[src/rtl/miniproc_pkg.sv]
// Shared types and constants for the mini-processor fetch/branch front end.
// Optional RETURN_STACK_EN adds a return-address stack to branch_ctrl.
package miniproc_pkg;

  localparam int unsigned PC_W      = 16;
  localparam int unsigned FLAG_W    = 3;
  localparam int unsigned SEL_W     = 3;
  localparam int unsigned RAS_DEPTH = 4;
  localparam int unsigned RAS_AW    = $clog2(RAS_DEPTH);

  localparam logic [PC_W-1:0] RESET_VEC = 16'h0000;

  typedef enum logic [2:0] {
    IDLE     = 3'd0,
    FETCH    = 3'd1,
    WAIT     = 3'd2,
    EVAL     = 3'd3,
    REDIRECT = 3'd4
  } state_t;

  // Branch fields captured when a branch instruction is accepted
  typedef struct packed {
    logic [SEL_W-1:0] flagsel;
    logic             hilo;
    logic [PC_W-1:0]  target;
    logic             call;
    logic             ret;
  } br_fields_t;

  // Out-of-range selectors (3..7) fall back to flag 0
  function automatic logic sel_flag(input logic [FLAG_W-1:0] f,
                                    input logic [SEL_W-1:0]  sel);
    logic bit_v;
    case (sel)
      3'd1:    bit_v = f[1];
      3'd2:    bit_v = f[2];
      default: bit_v = f[0];
    endcase
    return bit_v;
  endfunction

endpackage

[src/rtl/branch_ctrl_if.sv]
// Fetch/branch handshake bundle between datapath (master) and branch_ctrl (slave).
// call_req/ret_req/ras_err are only meaningful when RETURN_STACK_EN is defined.
interface branch_ctrl_if;
  import miniproc_pkg::*;

  logic                instr_valid;
  logic                br_req;
  logic [SEL_W-1:0]    br_flagsel;
  logic                br_hilo;
  logic [PC_W-1:0]     br_target;
  logic [FLAG_W-1:0]   flags;
  logic                stall;
  logic                call_req;
  logic                ret_req;
  logic [PC_W-1:0]     pc;
  logic                fetch_en;
  logic                br_taken;
  logic                flush;
  logic                busy;
  logic                ras_err;

  modport master (
    output instr_valid, br_req, br_flagsel, br_hilo, br_target, flags, stall,
           call_req, ret_req,
    input  pc, fetch_en, br_taken, flush, busy, ras_err
  );

  modport slave (
    input  instr_valid, br_req, br_flagsel, br_hilo, br_target, flags, stall,
           call_req, ret_req,
    output pc, fetch_en, br_taken, flush, busy, ras_err
  );

endinterface

[src/rtl/branch_ctrl_ret_stack.sv]
// Circular return-address stack: a push onto a full stack overwrites the oldest
// entry; a pop of an empty stack is ignored (the caller flags the underflow).
module ret_stack
  import miniproc_pkg::*;
(
  input  logic            clk,
  input  logic            rst,
  input  logic            push,
  input  logic            pop,
  input  logic [PC_W-1:0] push_data,
  output logic [PC_W-1:0] top_c,
  output logic            empty,
  output logic            full
);

  localparam int unsigned CNT_W = RAS_AW + 1;

  logic [PC_W-1:0]   mem [RAS_DEPTH];
  logic [RAS_AW-1:0] sp;
  logic [CNT_W-1:0]  count;

  assign top_c = mem[sp - RAS_AW'(1)];

  always_ff @(posedge clk) begin
    if (push && !rst) begin
      mem[sp] <= push_data;
    end
  end

  // sp points at the next free slot, which is also the oldest entry when full
  always_ff @(posedge clk) begin
    if (rst) begin
      sp    <= '0;
      count <= '0;
      empty <= 1'b1;
      full  <= 1'b0;
    end else if (push) begin
      sp    <= sp + RAS_AW'(1);
      if (!full) begin
        count <= count + CNT_W'(1);
      end
      empty <= 1'b0;
      full  <= (count >= CNT_W'(RAS_DEPTH - 1));
    end else if (pop && !empty) begin
      sp    <= sp - RAS_AW'(1);
      count <= count - CNT_W'(1);
      empty <= (count == CNT_W'(1));
      full  <= 1'b0;
    end
  end

endmodule

[src/rtl/branch_ctrl.sv]
// Fetch/branch sequencer: IDLE -> FETCH -> WAIT -> (EVAL -> REDIRECT) -> FETCH.
// Define RETURN_STACK_EN to add call/return handling through ret_stack.
module branch_ctrl
  import miniproc_pkg::*;
(
  input logic          clk,
  input logic          rst,
  branch_ctrl_if.slave bus
);

  state_t          state;
  br_fields_t      lat;
  logic [PC_W-1:0] pc_q;
  logic            fetch_en_q;
  logic            br_taken_q;
  logic            flush_q;
  logic            busy_q;
  logic            ras_err_q;
  logic            taken_c;
  logic [PC_W-1:0] pc_inc_c;

  // Flags are sampled live in EVAL, not at latch time
  assign taken_c  = (sel_flag(bus.flags, lat.flagsel) == lat.hilo);
  assign pc_inc_c = pc_q + PC_W'(1);

`ifdef RETURN_STACK_EN
  logic            eval_go_c;
  logic            push_c;
  logic            pop_c;
  logic            ras_empty;
  logic            ras_full_unused;
  logic [PC_W-1:0] ras_top_c;

  assign eval_go_c = (state == EVAL) && !bus.stall && taken_c;
  assign push_c    = eval_go_c && lat.call && !lat.ret;
  assign pop_c     = eval_go_c && lat.ret;

  ret_stack u_ret_stack (
    .clk       (clk),
    .rst       (rst),
    .push      (push_c),
    .pop       (pop_c),
    .push_data (pc_inc_c),
    .top_c     (ras_top_c),
    .empty     (ras_empty),
    .full      (ras_full_unused)
  );
`else
  logic unused_ras;
  assign unused_ras = lat.call ^ lat.ret;
`endif

  always_ff @(posedge clk) begin
    if (rst) begin
      state      <= IDLE;
      pc_q       <= RESET_VEC;
      lat        <= '0;
      fetch_en_q <= 1'b0;
      br_taken_q <= 1'b0;
      flush_q    <= 1'b0;
      busy_q     <= 1'b1;
      ras_err_q  <= 1'b0;
    end else begin
      fetch_en_q <= 1'b0;
      br_taken_q <= 1'b0;
      flush_q    <= 1'b0;
      ras_err_q  <= 1'b0;
      // busy tracks the state register, so it is only touched on transitions
      if (!bus.stall) begin
        case (state)
          IDLE: begin
            state  <= FETCH;
            busy_q <= 1'b0;
          end
          FETCH: begin
            fetch_en_q <= 1'b1;
            state      <= WAIT;
            busy_q     <= 1'b1;
          end
          WAIT: begin
            if (bus.instr_valid) begin
              if (bus.br_req) begin
                lat.flagsel <= bus.br_flagsel;
                lat.hilo    <= bus.br_hilo;
                lat.target  <= bus.br_target;
                lat.call    <= bus.call_req;
                lat.ret     <= bus.ret_req;
                state       <= EVAL;
              end else begin
                pc_q   <= pc_inc_c;
                state  <= FETCH;
                busy_q <= 1'b0;
              end
            end
          end
          EVAL: begin
            if (taken_c) begin
`ifdef RETURN_STACK_EN
              if (lat.ret) begin
                pc_q      <= ras_empty ? RESET_VEC : ras_top_c;
                ras_err_q <= ras_empty;
              end else begin
                pc_q <= lat.target;
              end
`else
              pc_q <= lat.target;
`endif
              br_taken_q <= 1'b1;
              state      <= REDIRECT;
            end else begin
              pc_q   <= pc_inc_c;
              state  <= FETCH;
              busy_q <= 1'b0;
            end
          end
          REDIRECT: begin
            flush_q <= 1'b1;
            state   <= FETCH;
            busy_q  <= 1'b0;
          end
          default: begin
            state  <= IDLE;
            busy_q <= 1'b1;
          end
        endcase
      end
    end
  end

  assign bus.pc       = pc_q;
  assign bus.fetch_en = fetch_en_q;
  assign bus.br_taken = br_taken_q;
  assign bus.flush    = flush_q;
  assign bus.busy     = busy_q;
  assign bus.ras_err  = ras_err_q;

endmodule

[src/flat_wrapper.sv]
// flat-port wrapper written by rule: the top's interface ports become plain ports
module branch_ctrl_flat import miniproc_pkg::*;
  (clk, rst, bus_instr_valid, bus_br_req, bus_br_flagsel, bus_br_hilo, bus_br_target, bus_flags, bus_stall, bus_call_req, bus_ret_req, bus_pc, bus_fetch_en, bus_br_taken, bus_flush, bus_busy, bus_ras_err);
  branch_ctrl_if bus_i ();
  input logic clk;
  input logic rst;
  input wire logic [$bits(bus_i.instr_valid)-1:0] bus_instr_valid;
  input wire logic [$bits(bus_i.br_req)-1:0] bus_br_req;
  input wire logic [$bits(bus_i.br_flagsel)-1:0] bus_br_flagsel;
  input wire logic [$bits(bus_i.br_hilo)-1:0] bus_br_hilo;
  input wire logic [$bits(bus_i.br_target)-1:0] bus_br_target;
  input wire logic [$bits(bus_i.flags)-1:0] bus_flags;
  input wire logic [$bits(bus_i.stall)-1:0] bus_stall;
  input wire logic [$bits(bus_i.call_req)-1:0] bus_call_req;
  input wire logic [$bits(bus_i.ret_req)-1:0] bus_ret_req;
  output wire logic [$bits(bus_i.pc)-1:0] bus_pc;
  output wire logic [$bits(bus_i.fetch_en)-1:0] bus_fetch_en;
  output wire logic [$bits(bus_i.br_taken)-1:0] bus_br_taken;
  output wire logic [$bits(bus_i.flush)-1:0] bus_flush;
  output wire logic [$bits(bus_i.busy)-1:0] bus_busy;
  output wire logic [$bits(bus_i.ras_err)-1:0] bus_ras_err;
  assign bus_i.instr_valid = bus_instr_valid;
  assign bus_i.br_req = bus_br_req;
  assign bus_i.br_flagsel = bus_br_flagsel;
  assign bus_i.br_hilo = bus_br_hilo;
  assign bus_i.br_target = bus_br_target;
  assign bus_i.flags = bus_flags;
  assign bus_i.stall = bus_stall;
  assign bus_i.call_req = bus_call_req;
  assign bus_i.ret_req = bus_ret_req;
  assign bus_pc = bus_i.pc;
  assign bus_fetch_en = bus_i.fetch_en;
  assign bus_br_taken = bus_i.br_taken;
  assign bus_flush = bus_i.flush;
  assign bus_busy = bus_i.busy;
  assign bus_ras_err = bus_i.ras_err;
  branch_ctrl u_core (.clk(clk), .rst(rst), .bus(bus_i));
endmodule
[config.mk]
export PLATFORM = sky130hd
export DESIGN_NAME = branch_ctrl_flat
export DESIGN_NICKNAME = d
export VERILOG_FILES = /design/src/rtl/miniproc_pkg.sv /design/src/rtl/branch_ctrl_if.sv /design/src/rtl/branch_ctrl_ret_stack.sv /design/src/rtl/branch_ctrl.sv /design/src/flat_wrapper.sv
export SDC_FILE = /design/constraint.sdc
export NUM_CORES = 1
export LEC_CHECK = 0
export CAP_MARGIN = 20
export CORE_AREA = 2 2 65 67
export DETAILED_ROUTE_END_ITERATION = 6
export DIE_AREA = 0 0 67 69
export DONT_BUFFER_PORTS = 1
export PLACE_DENSITY_LB_ADDON = 0.15
export SYNTH_ARGS = -nofsm -noshare
export SYNTH_HDL_FRONTEND = slang
export SYNTH_HIERARCHICAL = 1
export SYNTH_SLANG_ARGS = --single-unit
[constraint.sdc]
create_clock -name clk -period 2 [get_ports clk]
set_clock_uncertainty 0.1 [all_clocks]
set_input_delay 0.4 -clock clk [delete_from_list [all_inputs] [get_ports clk]]
set_output_delay 0.4 -clock clk [all_outputs]
set_load 0.02 [all_outputs]
==> flow_summary.yaml, run 1 <==
route:
  drc_errors: 0
  vias: 2088
  drtIter0Drc: 121
  ant_nets: 0
  dr.pass1.iters: 4
  viasPerCell: 5.90
  routedWlPerCell_um: 15.5
  wl_um: 5500
final_layout:
  fin_nets: 334
  area_delta_synth_final_pct: 29.7
  drive_gt1_share_pct: 27.0
  fin_area_mm2: 0.00271
  antenna_cells: 0
setup_path:
  required_ps: 2130
  cp_cell_sequence: "nor4b_4, o31a_1, a311oi_4, buf_4, nor2_4, or4_1, a31oi_1"
  r2r_end: "u_core/bus.pc[6]"
  cp_num_buf_inv: 1
  cpPeakStageDelay_ps: 400
  startpoint: "u_core/lat[20]"
  rr_worst_depth: 7
  worstPathMaxFanout: 8
  cp-endpoint: "u_core/bus.pc[6]"
  critical-path-slowest-cell: "or4_1"
  rrSetupSlack_ps: -90
  crit_family: "compound AO/OA/AOI/OAI gates"
  critPathArrivalTime_ps: 2220
  worstSetupStartpointType: "flip-flop"
  critPathCaptureType: "flip-flop"
  regToRegStartpoint: "u_core/lat[20]"
  crit_type: "reg -> reg"
  crit_cells: 7
power_and_ir_drop:
  peakVddDrop_mv: 0.361
  power_per_cell_area_mw_per_mm2: 582
  power.leakage_nw: 0.968
sta:
  fin_crit_ps: 2090
  finalCritPeriodShare_pct: 104
  tns_ps: -534
  setup_slack_ps: -87.9
  setup-violations-final: 11
  finalMaxSlewViolations: 0
  holdWs_ps: 59.9
  rsz0062_at_grt: "yes"
  max_freq_mhz: 479
  hold_viol_final: 0
run_status:
  violations: "negative setup slack"
  status: "complete, but fails checks"
cts:
  cts_buffer_depth: 2
  path_clk_slew_ps: 90
  root_buffer: "clkbuf_8"
  hold_buffers: 0
  numClockSinks: 43
  numCtsBuffers: 5
  cts_tree: "yes"
  clk_latency_ps: 290
  cts_htree_levels: 2
synth:
  synth-simple-area-share_pct: 28.8
  synth_compound_area_share_pct: 22.1
  synth_xor_area_share_pct: 0
  syn_area_mm2: 0.00209
  synth_seq_cells: 43
  synth_top_family_by_area: "simple AND/OR/NAND/NOR gates"
  synth-main-ff-cell: "dfxtp_1"
  synth_edf_count: 0
  ys_types: 42
  synthAdderAreaFrac_pct: 0.600
  seq_area_frac_synth_pct: 41.2
  syn_avg_cell_area_um2: 7.67
  synthCells: 272
  synth_warnings: 6
  syn_nets: 303
  muxShareOfSynthArea_pct: 1.92
  async_flop_share_pct: 0
global_routing:
  overflow: 0
  grt_max_degree: 42
  grt_pass1_wl_um: 8630
  antenna_found_initial: 0
  track_usage_pct: 23.6
  first_global_vias: 1888
die:
  die_h_um: 69
  die_w_um: 67
  core_area_mm2: 0.00391
  num_io_pins: 51
  rows: 23
  initial_utilization_pct: 53.3
  die-area_mm2: 0.00462
job:
  cap_violations: 0
placement:
  place.gp.congestion: 0.772
  place_area_mm2: 0.00239
  port_buffers: 0
  dp_hpwl_um: 3560
worst_hold_path:
  min_path_type: "in -> reg"
==> per-layer routing <==
metal / vias up / wire, um / GRT usage (%)
li1: 1028 / - / -
met1: 971 / 2460 / 32.9
met2: 78 / 2510 / 36.4
met3: 11 / 422 / 4.89
met4: 0 / 95 / 6.80
met5: - / 0 / 0
==> through the flow <==
step	total power, mW	setup WS (ps)	std cells	util [%]
after floorplan	1.00	-18.7	272	-
after global placement	1.03	-140	339	61.1
after detailed placement	1.03	-209	339	61.1
final	1.58	-87.9	354	69.2
after CTS	1.58	-96.5	353	66.2
after global routing	1.64	-164	354	69.2
==> registers in the layout, summed over array words and instances, names as in the netlist <==
register and flops:
u_core/bus.flush 1, u_core/bus.pc 16, u_core/state 3, u_core/bus.br_taken 1, u_core/bus.busy 1, u_core/lat 20
u_core/bus.fetch_en 1
==> cells in the mapped netlist (all sizes together) (3+ instances only) <==
| master | instances | area share (%) |
|---|---|---|
| nand2 | 59 | 11 |
| dfxtp | 43 | 41 |
| a21oi | 26 | 6.2 |
| o21ai | 19 | 4.6 |
| clkbuf | 14 | 2.5 |
| nand3 | 13 | 3.1 |
| nor3 | 11 | 2.6 |
| nor2 | 10 | 1.9 |
| a31oi | 9 | 2.7 |
| and3 | 8 | 2.4 |
| inv | 7 | 1.3 |
| nor2b | 6 | 1.8 |
| a221oi | 4 | 1.7 |
| buf | 4 | 1.3 |
| mux2i | 4 | 1.9 |
| a211oi | 3 | 1.1 |
| a2bb2oi | 3 | 1.3 |
| and2 | 3 | 0.90 |
==> power breakdown <==
group          internal (mW)  switching, mW
Sequential             0.870         0.0264
Combinational         0.0614         0.0681
Clock                  0.243          0.308
==> cell families after synthesis <==
kind of cell               after synthesis
other                                    1
adders and majority gates                1
muxes                                    4
buffers and inverters                   25
DFF                                     43
and+or+nand+nor                        125
AOI/OAI and AO/OA                       73
==> timing repair <==
action | in CTS | in global routing
gates resized for setup | 19 | 28
setup endpoints to repair | 18 | 19
pin swaps | 11 | 19
setup buffers | 6 | 1
==> how the worst min path moves through the flow <==
stage / startpoint / to / slack (ps) / cells past startpoint
after floorplan: u_core/lat[12] / u_core/lat[12] / 330 / 2
after global placement: u_core/lat[9] / u_core/lat[9] / 340 / 2
after detailed placement: u_core/lat[2] / u_core/lat[2] / 340 / 2
after CTS: rst / u_core/bus.pc[7] / 60 / 1
after global routing: rst / u_core/bus.pc[8] / 50 / 1
final: rst / u_core/bus.pc[15] / 60 / 1
==> layout make-up <==
| class | instances | area, um2 |
|---|---|---|
| multi-input cells | 204 | 1280 |
| fillers | 343 | 1210 |
| flip-flops and latches | 43 | 875 |
| repair buffers | 42 | 370 |
| clock buffers | 5 | 68.8 |
| well taps | 50 | 62.6 |
| inverters | 7 | 26.3 |
| clock inverters | 3 | 20.0 |
==> cell usage in the layout (no fill, tap or decap), types with 2 or more instances in the layout <==
| cell type | instances |
|---|---|
| a211oi_1 | 2 |
| a21oi_1 | 25 |
| a221oi_1 | 2 |
| a221oi_2 | 2 |
| a2bb2oi_1 | 2 |
| a31oi_1 | 9 |
| and2_1 | 3 |
| and3_1 | 8 |
| and4_1 | 2 |
| buf_12 | 2 |
| buf_4 | 32 |
| buf_6 | 8 |
| clkbuf_8 | 5 |
| clkinvlp_4 | 2 |
| dfxtp_1 | 38 |
| dfxtp_2 | 2 |
| dfxtp_4 | 3 |
| inv_1 | 7 |
| mux2i_1 | 4 |
| nand2_1 | 58 |
| nand2b_1 | 2 |
| nand3_1 | 10 |
| nand3_2 | 2 |
| nand4_1 | 2 |
| nor2_1 | 8 |
| nor2_4 | 2 |
| nor2b_1 | 5 |
| nor3_1 | 6 |
| nor3_2 | 4 |
| o21ai_0 | 13 |
| o21ai_1 | 3 |
| o21ai_2 | 3 |
| or4_1 | 2 |
Power figures use the tool's default switching activity.
==> run 2: changes to the inputs <==
--- a/config.mk
+++ b/config.mk
@@ -6,11 +6,12 @@
 export NUM_CORES = 1
 export LEC_CHECK = 0
 export CAP_MARGIN = 20
-export CORE_AREA = 2 2 65 67
+export CORE_AREA = 5 5 68 70
 export DETAILED_ROUTE_END_ITERATION = 6
-export DIE_AREA = 0 0 67 69
+export DIE_AREA = 0 0 73 75
 export DONT_BUFFER_PORTS = 1
 export PLACE_DENSITY_LB_ADDON = 0.15
+export SLEW_MARGIN = 5
 export SYNTH_ARGS = -nofsm -noshare
 export SYNTH_HDL_FRONTEND = slang
 export SYNTH_HIERARCHICAL = 1
==> run 2 against run 1 <==
Net effect: the run still ends with negative setup slack left; cell count is the same; register-to-register slack gained 20 ps; global-route usage shrank 2.7 points; power grew 6.8%; via count shrank 1.3%; clock power grew 19%; core utilization shrank 2.4 points; combinational power is essentially flat; highest routed layer unchanged.
==> flow_summary.yaml, run 2 (synthesis results as in run 1) <==
route:
  viasPerCell: 5.82
  dr.pass1.iters: 4
  ant_nets: 0
  routedWlPerCell_um: 15.7
  drtIter0Drc: 173
  wl_um: 5570
  drc_errors: 0
  vias: 2061
sta:
  finalCritPeriodShare_pct: 104
  setup_slack_ps: -70.7
  hold_viol_final: 0
  finalMaxSlewViolations: 0
  setup-violations-final: 12
  rsz0062_at_grt: "yes"
  holdWs_ps: 55.0
  max_freq_mhz: 483
  fin_crit_ps: 2070
job:
  cap_violations: 0
power_and_ir_drop:
  power.leakage_nw: 0.950
  power_per_cell_area_mw_per_mm2: 644
  peakVddDrop_mv: 0.584
die:
  die-area_mm2: 0.00548
  die_h_um: 75
  num_io_pins: 51
  core_area_mm2: 0.00391
  initial_utilization_pct: 53.3
  die_w_um: 73
  rows: 23
setup_path:
  cp_num_buf_inv: 3
  cp_common_cell: "buf_4"
  startpoint: "u_core/lat[21]"
  r2r_end: "u_core/bus.pc[2]"
  rr_worst_depth: 8
  regToRegStartpoint: "u_core/lat[21]"
  crit_cells: 8
  critPathArrivalTime_ps: 2160
  crit_type: "reg -> reg"
  worstSetupStartpointType: "flip-flop"
  crit_family: "compound AO/OA/AOI/OAI gates"
  cpPeakStageDelay_ps: 420
  required_ps: 2090
  worstPathMaxFanout: 4
  critical-path-slowest-cell: "a311oi_4"
  cp-endpoint: "u_core/bus.pc[2]"
  rrSetupSlack_ps: -70
  critPathCaptureType: "flip-flop"
  cp_cell_sequence: "nor4b_4, nor3_2, a311oi_4, buf_4, buf_4, buf_4, o32ai_1, a32o_1"
cts:
  path_clk_slew_ps: 90
  cts_htree_levels: 2
  hold_buffers: 0
  clk_latency_ps: 290
  cts_buffer_depth: 2
  cts_tree: "yes"
  root_buffer: "clkbuf_8"
  numCtsBuffers: 5
  numClockSinks: 43
global_routing:
  grt_max_degree: 42
  grt_pass1_wl_um: 8900
  track_usage_pct: 20.9
  first_global_vias: 1912
  overflow: 0
  antenna_found_initial: 0
run_status:
  violations: "negative setup slack"
  status: "complete, but fails checks"
final_layout:
  fin_area_mm2: 0.00262
  largest_reg_flops: 20
  mostFrequentLayoutCells: "nand2_1, buf_4, dfxtp_1, a21oi_1, o21ai_0"
  area_delta_synth_final_pct: 25.3
  final_common_cell: "nand2_1"
  fillCellCount: 347
  top_register: "u_core/lat"
  drive_gt1_share_pct: 23.4
  fin_nets: 335
  antenna_cells: 0
placement:
  dp_hpwl_um: 3650
  place.gp.congestion: 0.766
  port_buffers: 0
  place_area_mm2: 0.00238
worst_hold_path:
  min_path_type: "in -> reg"
-- run 2: changes by cell type in the layout (fill, tap and decap cells not counted), sizes merged --
cell and delta:
bufinv +1, nor2 +1, clkinvlp -2, clkinv -1
clkbuf +1
-- run 2: how the worst min path moves through the flow --
| stage | endpoint | cells past startpoint | slack [ps] | startpoint |
|---|---|---|---|---|
| after floorplan | u_core/lat[12] | 2 | 330 | u_core/lat[12] |
| final | u_core/bus.pc[14] | 1 | 60 | rst |
| after global placement | u_core/lat[12] | 2 | 340 | u_core/lat[12] |
| after detailed placement | u_core/lat[10] | 2 | 340 | u_core/lat[10] |
| after global routing | u_core/bus.pc[7] | 1 | 40 | rst |
| after CTS | u_core/bus.pc[7] | 1 | 40 | rst |
-- run 2: metal layers --
metal / track usage [%] / wire (um) / part of all wire, %
met5: 0 / 0 / 0
met4: 7.38 / 55 / 0.99
met3: 6.41 / 460 / 8.3
met2: 32.6 / 2560 / 46
met1: 27.3 / 2490 / 45
-- run 2: cell type report --
cell class / instances / area, um2 / area share (%)
multi-input combinational: 205 / 1220 / 46.8
clock inverter: 1 / 30.0 / 1.15
sequential: 43 / 867 / 33.2
tap: 50 / 62.6 / 2.39
timing repair buffer: 42 / 333 / 12.7
clock buffer: 6 / 72.6 / 2.78
inverter: 7 / 26.3 / 1.00
-- run 2: what timing repair did --
item,CTS,global route
gates cloned,1,1
endpoints found under the setup margin,14,17
pin swaps,4,6
resized for setup,11,12
setup buffers,3,3
-- run 2: power breakdown --
group / total (mW) / switching [mW] / leakage, nW / internal [mW]
Combinational: 0.126 / 0.0671 / 0.548 / 0.0589
Clock: 0.658 / 0.292 / 0.0513 / 0.366
Sequential: 0.900 / 0.0266 / 0.350 / 0.874
Total: 1.68 / 0.386 / 0.950 / 1.30
-- run 2: through the flow --
stage,util (%),power (mW),TNS [ps],instances,worst slack (ps)
after global routing,66.8,1.74,-1780,354,-154
after detailed placement,60.8,1.03,-1060,339,-164
final,66.8,1.68,-253,354,-70.7
after floorplan,-,1.00,-20.5,272,-18.7
after CTS,64.9,1.68,-61.9,350,-50.2
after global placement,60.8,1.03,-981,339,-135
==> run 3: changes to the inputs <==
--- a/config.mk
+++ b/config.mk
@@ -5,10 +5,9 @@
 export SDC_FILE = /design/constraint.sdc
 export NUM_CORES = 1
 export LEC_CHECK = 0
-export CAP_MARGIN = 20
-export CORE_AREA = 5 5 68 70
+export CORE_AREA = 5 5 65 67
 export DETAILED_ROUTE_END_ITERATION = 6
-export DIE_AREA = 0 0 73 75
+export DIE_AREA = 0 0 70 72
 export DONT_BUFFER_PORTS = 1
 export PLACE_DENSITY_LB_ADDON = 0.15
 export SLEW_MARGIN = 5
==> constraint.sdc (replaced) <==
create_clock -name clk -period 2.05 [get_ports clk]
set_clock_uncertainty 0.1 [all_clocks]
set_input_delay 0.41 -clock clk [delete_from_list [all_inputs] [get_ports clk]]
set_output_delay 0.41 -clock clk [all_outputs]
set_load 0.02 [all_outputs]
==> run 3 against run 2 <==
Net effect: via count barely moved; critical path type unchanged; count of clock-buffer cells in the layout down 1; largest power group unchanged; sequential share of layout area is 0.29 points higher; register-to-register slack about the same; the flow still finishes with violations (negative setup slack).
==> flow_summary.yaml, run 3 (synthesis results as in run 1) <==
global_routing:
  grt_pass1_wl_um: 8370
  antenna_found_initial: 0
  overflow: 0
  grt_max_degree: 42
  first_global_vias: 1818
  track_usage_pct: 20.5
worst_hold_path:
  worstHoldPathCells: 2
  min_path_type: "in -> reg"
  min-delay-start: "bus_br_target[11]"
placement:
  dp_hpwl_um: 3570
  place_area_mm2: 0.00234
  dp_slack_ps: -169
  place.gp.congestion: 0.802
  port_buffers: 0
  dpl.cell_count: 334
final_layout:
  area_delta_synth_final_pct: 24.6
  antenna_cells: 0
  mostFrequentLayoutCells: "nand2_1, dfxtp_1, buf_4, a21oi_1, o21ai_0"
  final_common_cell: "nand2_1"
  drive_gt1_share_pct: 21.9
  largest_reg_flops: 20
  fin_area_mm2: 0.00260
  final_cells: 350
  fin_util_pct: 72.7
  fin_nets: 332
  top_register: "u_core/lat"
  fillCellCount: 303
cts:
  cts_htree_levels: 2
  numClockSinks: 43
  cts_buffer_depth: 2
  clk_latency_ps: 360
  cts_tree: "yes"
  root_buffer: "clkbuf_4"
  path_clk_slew_ps: 130
  numCtsBuffers: 5
setup_path:
  worstSetupStartpointType: "flip-flop"
  regToRegStartpoint: "u_core/lat[21]"
  critPathCaptureType: "flip-flop"
  startpoint: "u_core/lat[21]"
  critPathArrivalTime_ps: 2330
  rr_worst_depth: 7
  crit_type: "reg -> reg"
  critical-path-slowest-cell: "or4_1"
  required_ps: 2250
  cpPeakStageDelay_ps: 510
  cp_cell_sequence: "nor3_2, buf_4, o211a_1, a311oi_4, nor2_4, or4_1, a31oi_1"
  worstPathMaxFanout: 9
route:
  drtIter0Drc: 163
  wl_met3_um: 406
  wl_um: 5490
  ant_nets: 0
  viasPerCell: 5.89
  drc_errors: 0
  routedWlPerCell_um: 15.7
  dr.pass1.iters: 4
  highest_layer: "met4"
  vias: 2063
  wl_met1_um: 2420
  wl_met2_um: 2590
run_status:
  status: "complete, but fails checks"
  violations: "negative setup slack"
die:
  core_area_mm2: 0.00358
  die-area_mm2: 0.00504
  num_io_pins: 51
  initial_utilization_pct: 58.3
  rows: 22
  die_w_um: 70
  die_h_um: 72
sta:
  max_freq_mhz: 469
  relSlewSlack_pct: 57.9
  hold_viol_final: 0
  tns_ps: -197
  setup_slack_ps: -80.2
  tightestPinTransition_ps: 630
  fin_crit_ps: 2130
  setup-violations-final: 4
  rsz0062_at_grt: "yes"
  finalCritPeriodShare_pct: 104
  finalMaxSlewViolations: 0
  holdWs_ps: 58.0
job:
  cap_violations: 0
power_and_ir_drop:
  power_per_cell_area_mw_per_mm2: 551
  power.leakage_nw: 0.947
  power_mw: 1.43
  peakVddDrop_mv: 0.428
## run 3: cell count changes in the layout (fill, tap and decap cells not counted), moves of 4 or more
cell | previous run | this run
clkbuf_8 | 5 | 0
dfxtp_2 | 5 | 1
clkbuf_4 | 0 | 5
buf_4 | 38 | 33
## run 3: layout make-up
cell class	count	area [um2]	share of cell area (%)
well taps	48	60.1	2.31
flip-flops and latches	43	870	33.4
multi-input cells	204	1210	46.5
clock buffers	5	37.5	1.44
clock inverters	3	20.0	0.770
repair buffers	40	378	14.5
inverters	7	26.3	1.01
## run 3: critical path, delay by kind of cell (launching register included)
family                 cells  cell delay (ps)
buffers and inverters      1              120
AND/OR/NAND/NOR            3              690
AO/OA/AOI/OAI              3              760
flip-flops                 1              400
## run 3: final timing paths
kind | end | slack [ps]
min reg2reg | u_core/lat[3] | 370
max reg2reg | u_core/bus.pc[15] | -80
max | u_core/bus.pc[15] | -80
min | u_core/lat[13] | 60
## run 3: routing by layer
| metal | vias up | track usage (%) |
|---|---|---|
| met1 | 961 | 27.2 |
| met3 | 5 | 7.06 |
| li1 | 1026 | - |
| met2 | 71 | 32.1 |
| met4 | 0 | 5.11 |
| met5 | - | 0 |
## run 3: timing repair
| action | CTS | global route |
|---|---|---|
| setup buffers | 2 | 1 |
| pin swaps | 3 | 3 |
| resized for setup | 6 | 20 |
| hold endpoints to repair | 15 | 37 |
| cloned | 0 | 2 |
| setup endpoints to repair | 16 | 17 |
## run 3: where the power goes
group / total, mW / switching (mW) / internal, mW
Clock: 0.418 / 0.287 / 0.131
Sequential: 0.880 / 0.0291 / 0.851
Combinational: 0.134 / 0.0722 / 0.0614
Total: 1.43 / 0.389 / 1.04
